File: src/rtl/arc4_prga_encrypt.sv
//------------------------------------------------------------------------------
// Module   : arc4_prga_encrypt
// Brief    : ARC4 keystream generator that encrypts a length-prefixed message
//            from plaintext RAM into ciphertext RAM using a pre-permuted S-box.
// Revision : 1.0 - initial release
//------------------------------------------------------------------------------
`default_nettype none

module arc4_prga_encrypt (
    input  logic       clk,
    input  logic       rst_n,
    input  logic       en,
    output logic       rdy,
    output logic [7:0] s_addr,
    input  logic [7:0] s_rddata,
    output logic [7:0] s_wrdata,
    output logic       s_wren,
    output logic [7:0] pt_addr,
    input  logic [7:0] pt_rddata,
    output logic [7:0] ct_addr,
    output logic [7:0] ct_wrdata,
    output logic       ct_wren
);

    typedef enum logic [2:0] {
        ST_IDLE  = 3'd0,
        ST_LEN   = 3'd1,
        ST_ADDI  = 3'd2,
        ST_READI = 3'd3,
        ST_READJ = 3'd4,
        ST_WRJ   = 3'd5,
        ST_PAD   = 3'd6,
        ST_XOR   = 3'd7
    } state_t;

    state_t     state_q, state_d;
    logic [7:0] i_q, i_d;
    logic [7:0] j_q, j_d;
    logic [7:0] k_q, k_d;
    logic [7:0] len_q, len_d;
    logic [7:0] si_q, si_d;
    logic [7:0] sj_q, sj_d;
    logic [7:0] ptb_q, ptb_d;
    logic [7:0] s_addr_q, s_addr_d;
    logic [7:0] pt_addr_q, pt_addr_d;
    logic [7:0] ct_addr_q, ct_addr_d;
    logic [7:0] s_wrdata_q, s_wrdata_d;
    logic [7:0] ct_wrdata_q, ct_wrdata_d;

    // Addresses and write data are presented in the cycle they are decided,
    // so the one-cycle memory latency lines up with the following state.
    assign s_addr    = s_addr_d;
    assign pt_addr   = pt_addr_d;
    assign ct_addr   = ct_addr_d;
    assign s_wrdata  = s_wrdata_d;
    assign ct_wrdata = ct_wrdata_d;

    always_comb begin
        state_d     = state_q;
        i_d         = i_q;
        j_d         = j_q;
        k_d         = k_q;
        len_d       = len_q;
        si_d        = si_q;
        sj_d        = sj_q;
        ptb_d       = ptb_q;
        s_addr_d    = s_addr_q;
        pt_addr_d   = pt_addr_q;
        ct_addr_d   = ct_addr_q;
        s_wrdata_d  = s_wrdata_q;
        ct_wrdata_d = ct_wrdata_q;
        rdy         = 1'b0;
        s_wren      = 1'b0;
        ct_wren     = 1'b0;

        case (state_q)
            ST_IDLE: begin
                rdy = 1'b1;
                if (en) begin
                    i_d       = 8'd0;
                    j_d       = 8'd0;
                    k_d       = 8'd1;
                    pt_addr_d = 8'd0;
                    state_d   = ST_LEN;
                end
            end
            ST_LEN: begin
                len_d       = pt_rddata;
                ct_addr_d   = 8'd0;
                ct_wrdata_d = pt_rddata;
                ct_wren     = 1'b1;
                state_d     = (pt_rddata == 8'd0) ? ST_IDLE : ST_ADDI;
            end
            ST_ADDI: begin
                i_d       = i_q + 8'd1;
                s_addr_d  = i_q + 8'd1;
                pt_addr_d = k_q;
                state_d   = ST_READI;
            end
            ST_READI: begin
                si_d     = s_rddata;
                ptb_d    = pt_rddata;
                j_d      = j_q + s_rddata;
                s_addr_d = j_q + s_rddata;
                state_d  = ST_READJ;
            end
            ST_READJ: begin
                // When i==j this reads the unswapped S[i], so the swap is a no-op.
                sj_d       = s_rddata;
                s_addr_d   = i_q;
                s_wrdata_d = s_rddata;
                s_wren     = 1'b1;
                state_d    = ST_WRJ;
            end
            ST_WRJ: begin
                s_addr_d   = j_q;
                s_wrdata_d = si_q;
                s_wren     = 1'b1;
                state_d    = ST_PAD;
            end
            ST_PAD: begin
                s_addr_d = si_q + sj_q;
                state_d  = ST_XOR;
            end
            ST_XOR: begin
                ct_addr_d   = k_q;
                ct_wrdata_d = s_rddata ^ ptb_q;
                ct_wren     = 1'b1;
                // Compare before incrementing so a 255-byte message never wraps k.
                if (k_q == len_q) begin
                    state_d = ST_IDLE;
                end else begin
                    k_d     = k_q + 8'd1;
                    state_d = ST_ADDI;
                end
            end
            default: begin
                state_d = ST_IDLE;
            end
        endcase
    end

    always_ff @(posedge clk or negedge rst_n) begin
        if (!rst_n) begin
            state_q     <= ST_IDLE;
            i_q         <= 8'd0;
            j_q         <= 8'd0;
            k_q         <= 8'd1;
            len_q       <= 8'd0;
            si_q        <= 8'd0;
            sj_q        <= 8'd0;
            ptb_q       <= 8'd0;
            s_addr_q    <= 8'd0;
            pt_addr_q   <= 8'd0;
            ct_addr_q   <= 8'd0;
            s_wrdata_q  <= 8'd0;
            ct_wrdata_q <= 8'd0;
        end else begin
            state_q     <= state_d;
            i_q         <= i_d;
            j_q         <= j_d;
            k_q         <= k_d;
            len_q       <= len_d;
            si_q        <= si_d;
            sj_q        <= sj_d;
            ptb_q       <= ptb_d;
            s_addr_q    <= s_addr_d;
            pt_addr_q   <= pt_addr_d;
            ct_addr_q   <= ct_addr_d;
            s_wrdata_q  <= s_wrdata_d;
            ct_wrdata_q <= ct_wrdata_d;
        end
    end

endmodule

`default_nettype wire
File: config.mk
export PLATFORM = sky130hd
export DESIGN_NAME = arc4_prga_encrypt
export DESIGN_NICKNAME = d
export VERILOG_FILES = /design/src/rtl/arc4_prga_encrypt.sv
export SDC_FILE = /design/constraint.sdc
export NUM_CORES = 1
export LEC_CHECK = 0
export BUFFER_PORTS_ARGS = -buffer_cell sky130_fd_sc_hd__buf_2
export CELL_PAD_IN_SITES_DETAIL_PLACEMENT = 0
export CELL_PAD_IN_SITES_GLOBAL_PLACEMENT = 1
export CORE_UTILIZATION = 45
export CTS_BUF_LIST = sky130_fd_sc_hd__clkbuf_16
export DETAILED_ROUTE_END_ITERATION = 16
export PLACE_DENSITY = 0.83
export SETUP_SLACK_MARGIN = 0.2
export SLEW_MARGIN = 10
export SYNTH_ARGS = -nofsm -noshare
export SYNTH_HDL_FRONTEND = slang
export SYNTH_SLANG_ARGS = --single-unit
File: constraint.sdc
create_clock -name clk -period 3 [get_ports clk]
set_input_delay 0 -clock clk [delete_from_list [all_inputs] [get_ports clk]]
set_output_delay 0 -clock clk [all_outputs]
set_load 0.03 [all_outputs]
==> flow_summary_export.csv <==
group,metric,value,unit
global_route,grt_pass1_wl,20900,µm
synthesis,syn_nets,561,
global_route,grt_start_max_net_pins,55,
power,pwr-share-comb,0.534,
sta,slew_viol_final,0,
routing,wl,12600,µm
place,io_buffers,61,
cells_and_area,register_area,2480,µm²
place,dp_hpwl,9090,µm
sta,fin_skew,7.81,ps
global_route,grt_use_total,0.240,
routing,wl_per_cell,16.8,µm
sta,rsz0062_at_grt,"no",
die,start_util,0.462,
clock_network,clk_pin_slew,60,ps
synthesis,syn-mean-instance-area,9.61,µm²
sta,finalHoldViolations,0,
global_route,first_global_vias,4151,
status,status,"completed",
synthesis,ys_seq_area_frac,0.492,
sta,fmax,378,MHz
synthesis,synth-async-reset-ratio,1.00,
clock_network,cts_buffers,9,
critical_path,worstSetupEndpointType,"output pin",
critical_path,cp.required,3000,ps
place,place_congestion,0.844,
synthesis,synth_cells,524,
cells_and_area,multi_input_area,2380,µm²
global_route,antenna_found_initial,0,
sta,fin_hold_ws,240,ps
clock_network,numClockSinks,99,
cells_and_area,insertedDiodeCount,0,
synthesis,yosysUniqueCellTypes,57,
cells_and_area,syn2layout_area_growth,19.2,%
cells_and_area,final_nets,641,
power,pwr-share-seq,0.310,
routing,final_antenna_net_count,0,
power,p_switching,3.59,mW
sta,finalSetupViolations,0,
sta,final.period_utilization,0.883,
clock_network,cts_tree,"done",
critical_path,cp.arrival,2650,ps
synthesis,synthesis.area,5030,µm²
die,rows,38,
sta,finalCriticalPeriod,2650,ps
global_route,grt_overflow,0,
critical_path,worstSetupStartpointType,"register",
routing,detail_route.first_pass.iterations,4,
cells_and_area,fin_cells,749,
hold_path,hold_class,"input port to async pin",
power,p_sw_frac,0.466,
clock_network,clk_path_buf_depth,2,
critical_path,worstSetupPathType,"register to output pin",
routing,via_per_inst,5.49,
critical_path,path_max_fanout,3,
power,internal-power,4.12,mW
cells_and_area,nFillCells,988,
power,pwr-share-clk,0.156,
sta,worstMarginPinSlew,1100,ps
place,dp.cells,715,
critical_path,rrSetupSlack,760,ps
clock_network,clock_latency,350,ps
synthesis,synth_edf_count,0,
sta,finalSetupTns,0,ps
die,die_x,108,µm
synthesis,synth_ff_type,"dfrtp_1",
routing,initialDrtViolationCount,205,
routing,vias,4110,
place,place_ws,716,ps
power,p_leak,3.01,nW
power,peakVddDrop,0.000786,V
die,die_area,11600,µm²
routing,drc,0,
job,drv_cap,0,
die,core-area,10900,µm²
synthesis,ys_ff_latch,99,
power,cellPowerDensity,1280,nW/µm²
clock_network,h-tree-depth,3,
die,ios,62,
sta,slew_headroom,0.262,
synthesis,yosysWarnings,0,
cells_and_area,drive_above_1_share,0.171,
sta,worst_slack,351,ps
clock_network,cts_root_buf,"clkbuf_16",
die,die_h,108,µm
==> cells in the final DEF (no fill, tap or decap), drive strengths merged, types with 3 or more instances in the layout <==
cell,instances
nor2b,7
xnor2,14
xor2,19
ha,16
a211oi,5
o22ai,3
nor4,3
mux2i,9
dlygate4sd3,18
o21a,3
a222oi,3
nand2,113
buf,73
and3,11
nand4,4
o21ai,39
mux2,7
a21oi,15
dfrtp,98
nand3,9
clkinv,3
nor3,6
inv,24
clkbuf,9
a21o,6
nor2,29
and2,3
o211ai,8
nand2b,3
a31oi,3
a22o,18
==> layer usage <==
layer | wire, µm | vias up | global-route usage | part of all wire
met4 | 371 | 0 | 0.101 | 0.029
met5 | 0 | - | 0 | 0
met2 | 5930 | 119 | 0.392 | 0.47
met3 | 689 | 28 | 0.0581 | 0.055
met1 | 5620 | 1982 | 0.302 | 0.45
li1 | - | 1981 | - | -
==> cell type report <==
cell class / count / share of cell area
Clock buffer: 9 / 0.0375
Clock inverter: 7 / 0.0140
Inverter: 23 / 0.0144
Multi-Input combinational cell: 380 / 0.396
Sequential cell: 99 / 0.413
Tap cell: 140 / 0.0292
Timing Repair Buffer: 91 / 0.0963
==> cell families after synthesis <==
logic type / count (synthesis) / share of synthesized area
compound gates: 122 / 0.165
xor+xnor: 33 / 0.0574
fa+ha+maj: 18 / 0.0477
buf+inv: 45 / 0.0373
flops: 99 / 0.492
mux: 16 / 0.0336
simple gates: 191 / 0.167
==> Yosys cell counts, types with 3 or more instances <==
cell type,count,area share
nand2_1,112,0.083
dfrtp_1,98,0.49
o21ai_0,31,0.031
nor2_1,27,0.020
inv_1,21,0.016
xor2_1,19,0.033
a22o_1,18,0.031
ha_1,16,0.040
a21oi_1,14,0.014
xnor2_1,14,0.024
buf_2,12,0.012
and3_1,11,0.014
mux2i_1,9,0.018
nand3_1,9,0.0089
clkbuf_1,8,0.0060
o211ai_1,8,0.012
o21ai_1,8,0.0080
mux2_2,7,0.016
a21o_1,6,0.0089
nor2b_1,6,0.0075
nor3_1,6,0.0060
a211oi_1,5,0.0075
nand4_1,4,0.0050
a222oi_1,3,0.0060
a31oi_1,3,0.0037
and2_1,3,0.0037
nand2b_1,3,0.0037
nor4_1,3,0.0037
o21a_1,3,0.0045
o22ai_1,3,0.0037
==> power by group through the flow <==
stage               sequential [mW]  clock, mW  combinational [mW]
floorplan                      2.21          0                3.12
global placement               2.39          0                4.01
detailed placement             2.41          0                4.08
CTS                            2.39       1.23                4.12
global route                   2.47       1.27                4.52
finish                         2.39       1.20                4.11
==> per-stage QoR <==
step	power [mW]	instance area, µm²	util
after floorplan	5.34	5030	-
after global placement	6.40	5510	0.506
after detailed placement	6.49	5510	0.506
after CTS	7.73	6000	0.551
after global routing	8.26	6000	0.551
final	7.71	6000	0.551
==> registers in the layout (all words and copies together) (netlist names), 8 cells and up <==
register	cells
si_q	8
k_q	8
i_q	8
s_wrdata_q	8
s_addr_q	8
pt_addr_q	8
j_q	8
sj_q	8
ct_addr_q	8
len_q	8
ct_wrdata_q	8
ptb_q	8
==> worst max-delay path: stages (launching register included) <==
cell	delay [ps]
dfrtp_1	400
ha_1	210
inv_1	80
fa_2	220
nor2b_4	50
o31a_1	250
o21a_1	170
or3_1	340
a31o_1	230
o22a_1	160
buf_2	180
==> worst paths after layout <==
path	cells past startpoint	start	to
setup reg to reg	9	j_q[0]$_DFFE_PN0P_	s_addr_q[6]$_DFF_PN0_
hold reg to reg	1	ct_addr_q[2]$_DFF_PN0_	ct_addr_q[2]$_DFF_PN0_
max in group asynchronous	3	rst_n	sj_q[5]$_DFFE_PN0N_
min in group clk	4	pt_rddata[3]	ptb_q[3]$_DFFE_PN0P_
setup / recovery	10	j_q[0]$_DFFE_PN0P_	s_addr[6]
hold / removal	2	rst_n	ct_addr_q[0]$_DFF_PN0_
==> repair_timing <==
| action | 4_1_cts | 5_1_grt |
|---|---|---|
| gates resized for setup | 0 | 2 |
| setup endpoints to repair | 0 | 17 |
| hold buffers | 18 | 0 |
| endpoints found under the hold margin | 78 | 0 |
| buffers inserted | 0 | 0 |
No activity file was read; power rests on OpenSTA's default activity.
